**config.mk**
```make
export PLATFORM = sky130hd
export DESIGN_NAME = fpga_reset_sequencer_flat
export DESIGN_NICKNAME = d
export VERILOG_FILES = /design/src/rtl/fpga_reset_sequencer_if.sv /design/src/rtl/fpga_reset_sequencer.sv /design/src/flat_wrapper.sv
export SDC_FILE = /design/constraint.sdc
export NUM_CORES = 1
export LEC_CHECK = 0
export ABC_AREA = 1
export CAP_MARGIN = 40
export CELL_PAD_IN_SITES_DETAIL_PLACEMENT = 0
export CELL_PAD_IN_SITES_GLOBAL_PLACEMENT = 1
export CORE_ASPECT_RATIO = 0.75
export CORE_MARGIN = 10
export CORE_UTILIZATION = 45
export CTS_CLUSTER_DIAMETER = 30
export DETAILED_ROUTE_END_ITERATION = 7
export PLACE_DENSITY_LB_ADDON = 0.08
export SYNTH_ARGS = -nofsm -noshare
export SYNTH_HDL_FRONTEND = slang
export SYNTH_SLANG_ARGS = --single-unit
```
**constraint.sdc**
```tcl
create_clock -name clk_i -period 3.7 [get_ports clk_i]
set_input_delay 0.925 -clock clk_i [delete_from_list [all_inputs] [get_ports clk_i]]
set_output_delay 0.925 -clock clk_i [all_outputs]
set_load 0.05 [all_outputs]
```
**src/rtl/fpga_reset_sequencer_if.sv**
```systemverilog
// Board-side signal bundle of the FPGA reset sequencer.
// The sequencer uses the slave view; the board/test side uses the master view.
interface fpga_reset_sequencer_if;
    logic       btn_i;
    logic       locked_i;
    logic       rst_no;
    logic       btn_db_o;
    logic [1:0] state_o;
    logic [7:0] rst_cnt_o;

    modport master (
        output btn_i,
        output locked_i,
        input  rst_no,
        input  btn_db_o,
        input  state_o,
        input  rst_cnt_o
    );

    modport slave (
        input  btn_i,
        input  locked_i,
        output rst_no,
        output btn_db_o,
        output state_o,
        output rst_cnt_o
    );
endinterface

```
**src/rtl/fpga_reset_sequencer.sv**
```systemverilog
// Board-level reset conditioner: synchronises and debounces the reset button,
// watches clock lock, and releases a clean active-low SoC reset after a hold time.
module fpga_reset_sequencer #(
    parameter int unsigned SYNC_STAGES     = 2,
    parameter int unsigned DEBOUNCE_CYCLES = 125000,
    parameter int unsigned HOLD_CYCLES     = 256
) (
    input logic                   clk_i,
    input logic                   rst_ni,
    fpga_reset_sequencer_if.slave bus
);

    localparam int unsigned DW = (DEBOUNCE_CYCLES > 1) ? $clog2(DEBOUNCE_CYCLES) : 1;
    localparam int unsigned HW = (HOLD_CYCLES > 1) ? $clog2(HOLD_CYCLES) : 1;
    localparam logic [DW-1:0] DB_LAST = DW'(DEBOUNCE_CYCLES - 1);
    localparam logic [HW-1:0] HOLD_LAST = HW'(HOLD_CYCLES - 1);

    typedef enum logic [1:0] {
        LOCK_WAIT = 2'b00,
        HOLD      = 2'b01,
        RUN       = 2'b10
    } state_t;

    logic [SYNC_STAGES-1:0] btn_sync;
    logic [SYNC_STAGES-1:0] lock_sync;
    logic                   btn_s;
    logic                   lock_s;
    logic [DW-1:0]          db_cnt;
    logic                   btn_db;
    logic [HW-1:0]          hold_cnt;
    state_t                 state;
    state_t                 state_next;
    logic                   hold_inc;
    logic                   hold_clr;
    logic                   ok;
    logic                   count_evt;
    logic                   rst_q;
    logic [7:0]             rst_cnt;

    assign btn_s  = btn_sync[SYNC_STAGES-1];
    assign lock_s = lock_sync[SYNC_STAGES-1];
    assign ok     = lock_s & ~btn_db;

    // Bring the asynchronous button and lock pads into the clk_i domain.
    always_ff @(posedge clk_i or negedge rst_ni) begin
        if (!rst_ni) begin
            btn_sync  <= '0;
            lock_sync <= '0;
        end else begin
            btn_sync  <= {btn_sync[SYNC_STAGES-2:0], bus.btn_i};
            lock_sync <= {lock_sync[SYNC_STAGES-2:0], bus.locked_i};
        end
    end

    // Accept a new button level only after it has been stable long enough.
    always_ff @(posedge clk_i or negedge rst_ni) begin
        if (!rst_ni) begin
            db_cnt <= '0;
            btn_db <= 1'b0;
        end else if (btn_s == btn_db) begin
            db_cnt <= '0;
        end else if (db_cnt == DB_LAST) begin
            db_cnt <= '0;
            btn_db <= btn_s;
        end else begin
            db_cnt <= db_cnt + 1'b1;
        end
    end

    // Next-state and hold-counter control for the reset sequencing FSM.
    always_comb begin
        state_next = state;
        hold_inc   = 1'b0;
        hold_clr   = 1'b0;
        case (state)
            LOCK_WAIT: begin
                hold_clr = 1'b1;
                if (ok) state_next = HOLD;
            end
            HOLD: begin
                if (!ok) begin
                    state_next = LOCK_WAIT;
                    hold_clr   = 1'b1;
                end else if (hold_cnt == HOLD_LAST) begin
                    state_next = RUN;
                end else begin
                    hold_inc = 1'b1;
                end
            end
            RUN: begin
                if (!ok) state_next = LOCK_WAIT;
            end
            default: begin
                state_next = LOCK_WAIT;
                hold_clr   = 1'b1;
            end
        endcase
    end

    assign count_evt = (state == RUN) && !ok && btn_db;

    // State, hold counter and the registered reset output (no input-to-output path).
    always_ff @(posedge clk_i or negedge rst_ni) begin
        if (!rst_ni) begin
            state    <= LOCK_WAIT;
            hold_cnt <= '0;
            rst_q    <= 1'b0;
        end else begin
            state <= state_next;
            rst_q <= (state_next == RUN);
            if (hold_clr) begin
                hold_cnt <= '0;
            end else if (hold_inc) begin
                hold_cnt <= hold_cnt + 1'b1;
            end
        end
    end

    // Count button-caused drops out of RUN, saturating at 255.
    always_ff @(posedge clk_i or negedge rst_ni) begin
        if (!rst_ni) begin
            rst_cnt <= '0;
        end else if (count_evt && rst_cnt != 8'hFF) begin
            rst_cnt <= rst_cnt + 8'd1;
        end
    end

    assign bus.rst_no    = rst_q;
    assign bus.btn_db_o  = btn_db;
    assign bus.state_o   = state;
    assign bus.rst_cnt_o = rst_cnt;

endmodule

```
**src/flat_wrapper.sv**
```systemverilog
// flat-port wrapper written by rule: the top's interface ports become plain ports
module fpga_reset_sequencer_flat 
#(
    parameter int unsigned SYNC_STAGES     = 2,
    parameter int unsigned DEBOUNCE_CYCLES = 125000,
    parameter int unsigned HOLD_CYCLES     = 256
)
  (clk_i, rst_ni, bus_btn_i, bus_locked_i, bus_rst_no, bus_btn_db_o, bus_state_o, bus_rst_cnt_o);
  fpga_reset_sequencer_if bus_i ();
  input logic clk_i;
  input logic rst_ni;
  input wire logic [$bits(bus_i.btn_i)-1:0] bus_btn_i;
  input wire logic [$bits(bus_i.locked_i)-1:0] bus_locked_i;
  output wire logic [$bits(bus_i.rst_no)-1:0] bus_rst_no;
  output wire logic [$bits(bus_i.btn_db_o)-1:0] bus_btn_db_o;
  output wire logic [$bits(bus_i.state_o)-1:0] bus_state_o;
  output wire logic [$bits(bus_i.rst_cnt_o)-1:0] bus_rst_cnt_o;
  assign bus_i.btn_i = bus_btn_i;
  assign bus_i.locked_i = bus_locked_i;
  assign bus_rst_no = bus_i.rst_no;
  assign bus_btn_db_o = bus_i.btn_db_o;
  assign bus_state_o = bus_i.state_o;
  assign bus_rst_cnt_o = bus_i.rst_cnt_o;
  fpga_reset_sequencer #(.SYNC_STAGES(SYNC_STAGES), .DEBOUNCE_CYCLES(DEBOUNCE_CYCLES), .HOLD_CYCLES(HOLD_CYCLES)) u_core (.clk_i(clk_i), .rst_ni(rst_ni), .bus(bus_i));
endmodule
```
==> metrics.cfg <==
[floorplanning]
die_h_um = 80.50
rows = 21
io_pins = 16
dieWidth_um = 100.7
dieArea_um2 = 8103
initial_core_util = 0.4776
coreArea_um2 = 4598

[grt]
grt_use_total = 0.1192
antenna_found_initial = 0
overflow = 0
grt_pass1_wl_um = 7872
grt_max_degree = 27
grt_pass1_vias = 1638

[worst_setup_path]
cp-end-kind = output pin
critPathSlowestCell = clkdlybuf4s50_1
cpLargestDelayFamily = buffers and inverters
path_cells = clkdlybuf4s50_1
max_stage_delay_ns = 0.87
arrival_ns = 1.62
required_ns = 2.77
critPathBufInv = 1
worstSetupPathType = reg2out
critical_path.max_fanout = 5
cp-start-kind = register

[cts]
ctsResizeCount = 0
post_cts_buffers = 0
root_buffer = clkbuf_8
clock_path_buffers = 2
cts_inserted_buffers = 5
cts_htree_levels = 2
tritoncts = yes
numClockSinks = 41
cts_hold_buf = 0
insertion_delay_ns = 0.29
path_clk_slew_ns = 0.08

[detailed_routing]
vias_per_cell = 4.872
wl_per_cell_um = 12.45
drcViolationCount = 0
drt-total-wl_um = 4483
drt-pass1-iter-count = 4
first_iter_violations = 108
antenna_left = 0
vias = 1754

[place]
io_buffers = 15
gp_congestion = 0.8043
dpl-instance-area_um2 = 2425
place_hpwl_um = 3415
dp_cells = 353
dp_slack_ns = 1.459

[timing]
setup_viol = 0
clock_skew_ns = 0.002132
min_period_ns = 2.548
whs_ns = 0.3502
relSlewSlack = 0.5128
hold_viol = 0
timing.final.crit_share = 0.6887
finalMaxSlewViolations = 0
max_freq_mhz = 392.4
worst_slew_pin_slew_ns = 0.7259
finalSetupTns_ns = 0
rsz0062_at_grt = no
timing.final.ws_setup_ns = 1.152

[layout]
design_area_um2 = 2511
drive_above_1_share = 0.09571
fin_util = 0.5461
syn_to_final_growth_pct = 14.36
antenna_cells = 0
fin_nets = 310
layoutNonFillerInstCount = 360

[power]
vdd_drop_max_mv = 0.2403
p_leak_nw = 1.156
power_uw = 836.4
power_density_nw_per_um2 = 333.1

[yosys]
ys_seq_elements = 41
synthesis.area_um2 = 2196
postSynthCellCount = 281
synth.distinct_cells = 30
syn_avg_cell_area_um2 = 7.814
yosysSeqAreaShare = 0.4672
syn-num-nets = 288
ys_warn_count = 0

[worst_hold_path]
hold_path_class = reg2reg

[status]
outcome = completed

[job]
cap_violations = 0

cells by family after synthesis:
family,after synthesis,synth area share
buf+inv,38,0.06895
simple gates,167,0.3390
xor+xnor,10,0.04331
compound gates,22,0.06438
flops,41,0.4672
fa+ha+maj,3,0.01710
cells in the final DEF, fill, tap and decap left out, types with 4 or more instances in the layout:
| master | synthesis | layout |
|---|---|---|
| inv_1 | 34 | 34 |
| nor2_4 | 4 | 4 |
| nor3_1 | 7 | 7 |
| o21ai_1 | 5 | 5 |
| nand3_1 | 16 | 16 |
| clkdlybuf4s50_1 | 0 | 14 |
| dfrtp_1 | 41 | 41 |
| nor2_1 | 45 | 45 |
| nand4_1 | 5 | 5 |
| nand2_1 | 78 | 78 |
| nand2_2 | 4 | 4 |
| xor2_1 | 6 | 6 |
| o21ai_0 | 4 | 4 |
| clkbuf_8 | 0 | 6 |
sequential cells by signal (all words and copies together) (netlist names):
signal	flops
u_core.btn_sync	2
u_core.bus.btn_db_o	1
u_core.bus.rst_cnt_o	8
u_core.bus.state_o	2
u_core.hold_cnt	8
u_core.lock_sync	2
u_core.bus.rst_no	1
u_core.db_cnt	17
worst register-to-register path: stages, from the launching register on:
cell and delay [ns]:
dfrtp_1 0.40, ha_1 0.23, nand4_1 0.18, o21ai_1 0.62, inv_1 0.22, nand2_1 0.12, nand2_1 0.05
report_power, final:
group	switching (mW)	leakage [nW]	internal (mW)	total [mW]
logic	0.0377	0.555	0.0217	0.0594
registers	0.0145	0.557	0.462	0.476
clock network	0.152	0.0443	0.148	0.301
per-layer routing:
layer  GRT usage  up-vias  routed length, µm  share of wire
met4     0.02535        0                 31         0.0069
met3     0.04363        6                327          0.073
met5           0        -                  0              0
li1            -      927                  -              -
met2      0.1631       32               1698           0.38
met1      0.1721      789               2425           0.54
worst paths after layout:
check / depth (start not counted) / start / end / slack (ns)
setup / recovery: 1 / u_core.bus.btn_db_o / bus_btn_db_o / 1.15
hold / removal: 0 / u_core.lock_sync[0] / u_core.lock_sync[1] / 0.35
setup reg to reg: 6 / u_core.bus.rst_cnt_o[0] / u_core.bus.rst_cnt_o[6] / 1.77
hold reg to reg: 0 / u_core.lock_sync[0] / u_core.lock_sync[1] / 0.35
max in group asynchronous: 2 / rst_ni / u_core.hold_cnt[4] / 2.67
min in group asynchronous: 1 / rst_ni / u_core.db_cnt[5] / 0.55
layout make-up:
| cell class | instances | area [µm²] |
|---|---|---|
| timing repair buffer | 16 | 165.2 |
| clock buffer | 7 | 86.33 |
| fill | 451 | 2087 |
| tap | 57 | 71.32 |
| sequential | 41 | 1026 |
| inverter | 37 | 143.9 |
| multi-input combinational | 202 | 1018 |
cell usage after synthesis (all sizes together):
master	count	area, µm²
nor3	7	35.03
nor2	50	220.2
inv	36	135.1
ha	3	37.54
nand3b	1	7.510
nand4	5	31.28
a31oi	2	12.51
nand2	84	340.3
o21ai	12	78.83
dfrtp	41	1026
or2	2	12.51
a21oi	3	15.01
clkinv	1	8.760
nand3	17	90.09
xnor2	4	42.55
xor2	6	52.55
o22ai	2	12.51
buf	1	7.510
o21bai	3	22.52
nor3b	1	7.510
No activity file was read; power rests on OpenSTA's default activity.
==> variant 1: new RTL, same flow settings <==
`HOLD_CYCLES` is set to 256 in 2 places; all go to 512.
--- a/src/rtl/fpga_reset_sequencer.sv
+++ b/src/rtl/fpga_reset_sequencer.sv
@@ -3,7 +3,7 @@
 module fpga_reset_sequencer #(
     parameter int unsigned SYNC_STAGES     = 2,
     parameter int unsigned DEBOUNCE_CYCLES = 125000,
-    parameter int unsigned HOLD_CYCLES     = 256
+    parameter int unsigned HOLD_CYCLES     = 512
 ) (
     input logic                   clk_i,
     input logic                   rst_ni,
--- a/src/flat_wrapper.sv
+++ b/src/flat_wrapper.sv
@@ -3,7 +3,7 @@
 #(
     parameter int unsigned SYNC_STAGES     = 2,
     parameter int unsigned DEBOUNCE_CYCLES = 125000,
-    parameter int unsigned HOLD_CYCLES     = 256
+    parameter int unsigned HOLD_CYCLES     = 512
 )
   (clk_i, rst_ni, bus_btn_i, bus_locked_i, bus_rst_no, bus_btn_db_o, bus_state_o, bus_rst_cnt_o);
   fpga_reset_sequencer_if bus_i ();
Formal check against the unedited RTL: no difference found for any inputs over 10 cycles, from zero or initial values and one cycle with rst_ni low; that may be too few to reach the edited logic, so the function may still have changed.
==> variant 1 against the unedited design <==
  * Non-clock buffer count did not move
  * Sequential share of layout area rose by 1.6 points
  * Setup slack improved by 13 ps
  * Via count fell by 8.7%
  * Final cell count fell by 5.3%
  * Area after synthesis fell by 3.9%
  * Total power rose by 16%
  * Sequential cell count rose by 1
  * Die area fell by 3.0%
  * Design area fell by 1.5%
  * First-iteration DRC count fell by 52%
  * Maximum frequency rose by 0.51%
  * Register-to-register slack got worse by 180 ps
  * Wire length fell by 8.1%
  * Largest power group unchanged
==> variant 1: results (changes against the unedited design) <==
* Primary FF master, synth: dfrtp_1
* H-tree Lvls at 2 (unchanged)
* # Post-CTS Setup Buffers at 0 (unchanged)
* Worst slew pin tran at 528 ps (-198 ps)
* Max VDD drop at 0.000222 V (-7.5%)
* Commonest cells in the netlist: nand2_1, nor2_1, dfrtp_1
* Initial DRC count at 52 (-52%)
* Crit-path max FO at 6 (+1)
* CP max stage cell: clkdlybuf4s50_1
* Routability congestion estimate at 0.759 (-5.6%)
* Worst path top cell family by delay: buffers and inverters
* CTS root buffer: clkbuf_8
* Status: finished, final reports clean
* N_diodes at 0 (unchanged)
* Pin count of the biggest net entering global routing at 33 (+22%)
* Post-Syn Nets at 269 (-6.6%)
* Inst Count DP at 333 (-5.7%)
* Share of layout cells above drive strength 1 at 0.0951 (-0.000639)
* Post_cts resized at 0 (unchanged)
* Post-synthesis sequential area ratio at 0.498 (+0.0307)
* Hold Path Class: register to register
* DR WL/cell at 12.1 um (-3.0%)
* Clock transition at path regs at about 90 ps
* R2r worst-path depth at 11 (+5)
* Hpwl dp at 3040 um (-11%)
* Drt first pass iters at 4 (unchanged)
* Clock latency reported for the late side of the worst-skew pair at roughly 300 ps
* Vias in the first global route at 1586 (-3.2%)
* Synth area leaders: dfrtp_1, nand2_1, nor2_1
* Synthesis Warnings at 0 (unchanged)
* Synth unique cells at 25 (-17%)
* Placed cell area at 0.00234 mm^2 (-3.7%)
* FFs w/ async S/R, synth at 1.00 (unchanged)
* LEAKAGE at 0.00110 uW (-5.3%)
* CTS Buf Count at 5 (unchanged)
* Maxcap violations at 0 (unchanged)
* First-pass GRT wire length at 7360 um (-6.5%)
* Initial antenna violation count at 0 (unchanged)
* Clock Skews at 4.54 ps (+2.41 ps)
* Hold path cells at 0 (unchanged)
* Gr ovfl total at 0 (unchanged)
* Global-route usage over all layers at 0.114 (-0.00479)
* Critical Path Max Stage Delay at 850 ps (-20 ps)
* Final net count at 291 (-6.1%)
* Max clock buf depth at 2 (unchanged)
* Vias/cell at 4.70 (-3.6%)
* IO Port Bufs at 15 (unchanged)
* Post-Syn Area per Cell at 8.09 um^2 (+3.5%)
* Final wirelength at 4120 um (-8.1%)
[variant 1: changes by cell type after synthesis, sizes merged, moves of 3 or more]
cell	before	now
nor2	50	54
nand4	5	1
nand2	84	78
xnor2	4	7
a21oi	3	6
nor3	7	4
inv	36	26
[variant 1: metrics by stage]
step | util | hold slack [ps] | setup slack [ps]
5_1_grt | 0.551 | 362 | 1100
3_5_place_dp | 0.520 | 342 | 1480
3_3_place_gp | 0.515 | 342 | 1500
6_report | 0.551 | 359 | 1160
4_1_cts | 0.551 | 362 | 1140
2_1_floorplan | - | 331 | 1930
[variant 1: path summary, 6_finish.rpt]
check / from / end / slack [ps]
hold reg to reg: u_core.btn_sync[0] / u_core.btn_sync[1] / 360
max in group asynchronous: rst_ni / u_core.bus.rst_cnt_o[1] / 2740
setup / recovery: u_core.bus.rst_cnt_o[6] / bus_rst_cnt_o[6] / 1160
setup reg to reg: u_core.hold_cnt[0] / u_core.hold_cnt[7] / 1590
hold / removal: u_core.btn_sync[0] / u_core.btn_sync[1] / 360
min in group asynchronous: rst_ni / u_core.db_cnt[15] / 500
[variant 1: cell type report]
class                   count  area, um^2
fillers                   411        2020
flip-flops and latches     42        1050
repair buffers             16         165
multi-input cells         192         951
clock inverters             3        68.8
clock buffers               5        68.8
inverters                  26        97.6
well taps                  57        71.3
[variant 1: metal layers]
| metal | part of all wire | global-route usage |
|---|---|---|
| met4 | 0.017 | 0.0514 |
| met3 | 0.042 | 0.0355 |
| met1 | 0.56 | 0.159 |
| met5 | 0 | 0 |
| met2 | 0.38 | 0.157 |
[variant 1: cell families after synthesis]
| logic type | Yosys count | share of synthesized area |
|---|---|---|
| AO/OA/AOI/OAI | 20 | 0.0510 |
| XOR/XNOR | 12 | 0.0534 |
| buffers and inverters | 27 | 0.0516 |
| adder cells (fa/ha/maj) | 4 | 0.0237 |
| flip-flops | 42 | 0.498 |
| AND/OR/NAND/NOR | 156 | 0.322 |
[variant 1: where the power goes]
part	total, uW	switching (uW)	internal [uW]	leakage (uW)
clock	442	171	270	0.0000683
sequential	473	6.32	467	0.000571
combinational	53.1	36.8	16.3	0.000456
total	968	214	754	0.00110
==> variant 2: new RTL, same flow settings <==
Without the edit above. Reset style: synchronous (`rst_ni`), changed in 4 clocked blocks. Comments in the files are not updated.
--- a/src/rtl/fpga_reset_sequencer.sv
+++ b/src/rtl/fpga_reset_sequencer.sv
@@ -42,7 +42,7 @@
     assign ok     = lock_s & ~btn_db;
 
     // Bring the asynchronous button and lock pads into the clk_i domain.
-    always_ff @(posedge clk_i or negedge rst_ni) begin
+    always_ff @(posedge clk_i) begin
         if (!rst_ni) begin
             btn_sync  <= '0;
             lock_sync <= '0;
@@ -53,7 +53,7 @@
     end
 
     // Accept a new button level only after it has been stable long enough.
-    always_ff @(posedge clk_i or negedge rst_ni) begin
+    always_ff @(posedge clk_i) begin
         if (!rst_ni) begin
             db_cnt <= '0;
             btn_db <= 1'b0;
@@ -100,7 +100,7 @@
     assign count_evt = (state == RUN) && !ok && btn_db;
 
     // State, hold counter and the registered reset output (no input-to-output path).
-    always_ff @(posedge clk_i or negedge rst_ni) begin
+    always_ff @(posedge clk_i) begin
         if (!rst_ni) begin
             state    <= LOCK_WAIT;
             hold_cnt <= '0;
@@ -117,7 +117,7 @@
     end
 
     // Count button-caused drops out of RUN, saturating at 255.
-    always_ff @(posedge clk_i or negedge rst_ni) begin
+    always_ff @(posedge clk_i) begin
         if (!rst_ni) begin
             rst_cnt <= '0;
         end else if (count_evt && rst_cnt != 8'hFF) begin
Check against the original RTL: differs if rst_ni is asserted again (counterexample within 4 cycles, from zero or initial values and one cycle with rst_ni low); with rst_ni held inactive, the same outputs for 10 cycles.
==> variant 2 against the unedited design <==
  * Design area down 3.5%
  * Highest routed layer unchanged
  * Wire length down 5.9%
  * Critical path type unchanged
  * Setup slack better by 17 ps
  * Critical endpoint is now bus_state_o[1]
  * Area after synthesis down 4.8%
  * Final cell count up 5.6%
  * Sequential cell count unchanged
Power is not compared: it rests on default switching activity, and its combinational part moved more than twofold at a synthesized area within 25%.
==> variant 2: results (changes against the unedited design) <==
* DR WL/cell at 11.1 um (-11%)
* Hpwl dp at 3170 um (-7.1%)
* XOR/XNOR Fraction of Synth Area at 0.0419 (-0.00141)
* Clock Skews at 7.28 ps (+5.15 ps)
* Post-synthesis sequential area ratio at 0.393 (-0.0747)
* Finished Core Util at 0.542 (-0.00382)
* Synth area leaders: dfxtp_1, nand2_1, nor2_1
* Post-Syn Area per Cell at 6.90 um^2 (-12%)
* Synth unique cells at 28 (-6.7%)
* Initial DRC count at 81 (-25%)
* Inst Count DP at 372 (+5.4%)
* Final net count at 329 (+6.1%)
* Routability congestion estimate at 0.817 (+1.6%)
* FILL cells at 463 (+2.7%)
* Hold path cells at 2 (+2)
* Post-Syn Nets at 310 (+7.6%)
* Share of layout cells above drive strength 1 at 0.108 (+0.0126)
* HP Start: u_core.lock_sync[0]
* First-pass GRT wire length at 7070 um (-10%)
* Pin count of the biggest net entering global routing at 18 (-33%)
* Status: finished, final reports clean
* Vias in the first global route at 1529 (-6.7%)
* Pre-CTS setup slack at 1170 ps (-294 ps)
* Worst r2r dst: u_core.db_cnt[6]
* Launching point of the worst reg2reg path: u_core.db_cnt[0]
* Primary FF master, synth: dfxtp_1
* Final worst-path cycle share at 0.684 (-0.00447)
* Register-to-Register Setup Slack at 2170 ps (+400 ps)
* FFs w/ async S/R, synth at 0 (-1.00)
-- variant 2: worst max path at each step --
stage / end
final: bus_state_o[1]
after global routing: bus_btn_db_o
after CTS: bus_state_o[1]
after detailed placement: u_core.db_cnt[5]
after global placement: u_core.db_cnt[10]
after floorplan: u_core.bus.rst_cnt_o[7]
-- variant 2: kinds of logic after synthesis --
family	count (synthesis)
simple gates	175
flops	41
buf+inv	38
compound gates	36
xor+xnor	10
fa+ha+maj	3
-- variant 2: layout make-up --
cell class | instances | share of cell area
Clock buffer | 5 | 0.0284
Sequential cell | 41 | 0.339
Clock inverter | 3 | 0.0269
Tap cell | 57 | 0.0294
Timing Repair Buffer | 15 | 0.0620
Inverter | 35 | 0.0542
Multi-Input combinational cell | 224 | 0.460
-- variant 2: through the flow --
| step | hold slack, ps | total power [uW] |
|---|---|---|
| 2_1_floorplan | 390 | 467 |
| 3_3_place_gp | 396 | 473 |
| 3_5_place_dp | 395 | 473 |
| 4_1_cts | 415 | 899 |
| 5_1_grt | 433 | 915 |
| 6_report | 416 | 889 |
-- variant 2: metal layers --
| metal | up-vias | GRT usage | wire [um] |
|---|---|---|---|
| met5 | - | 0 | 0 |
| met4 | 0 | 0.0386 | 38 |
| met3 | 4 | 0.0389 | 262 |
| met2 | 25 | 0.151 | 1680 |
| met1 | 779 | 0.148 | 2240 |
| li1 | 978 | - | - |
-- variant 2: power breakdown --
group	internal, uW	switching, uW
combinational	5.98	11.0
clock	268	159
sequential	443	1.38
total	718	172
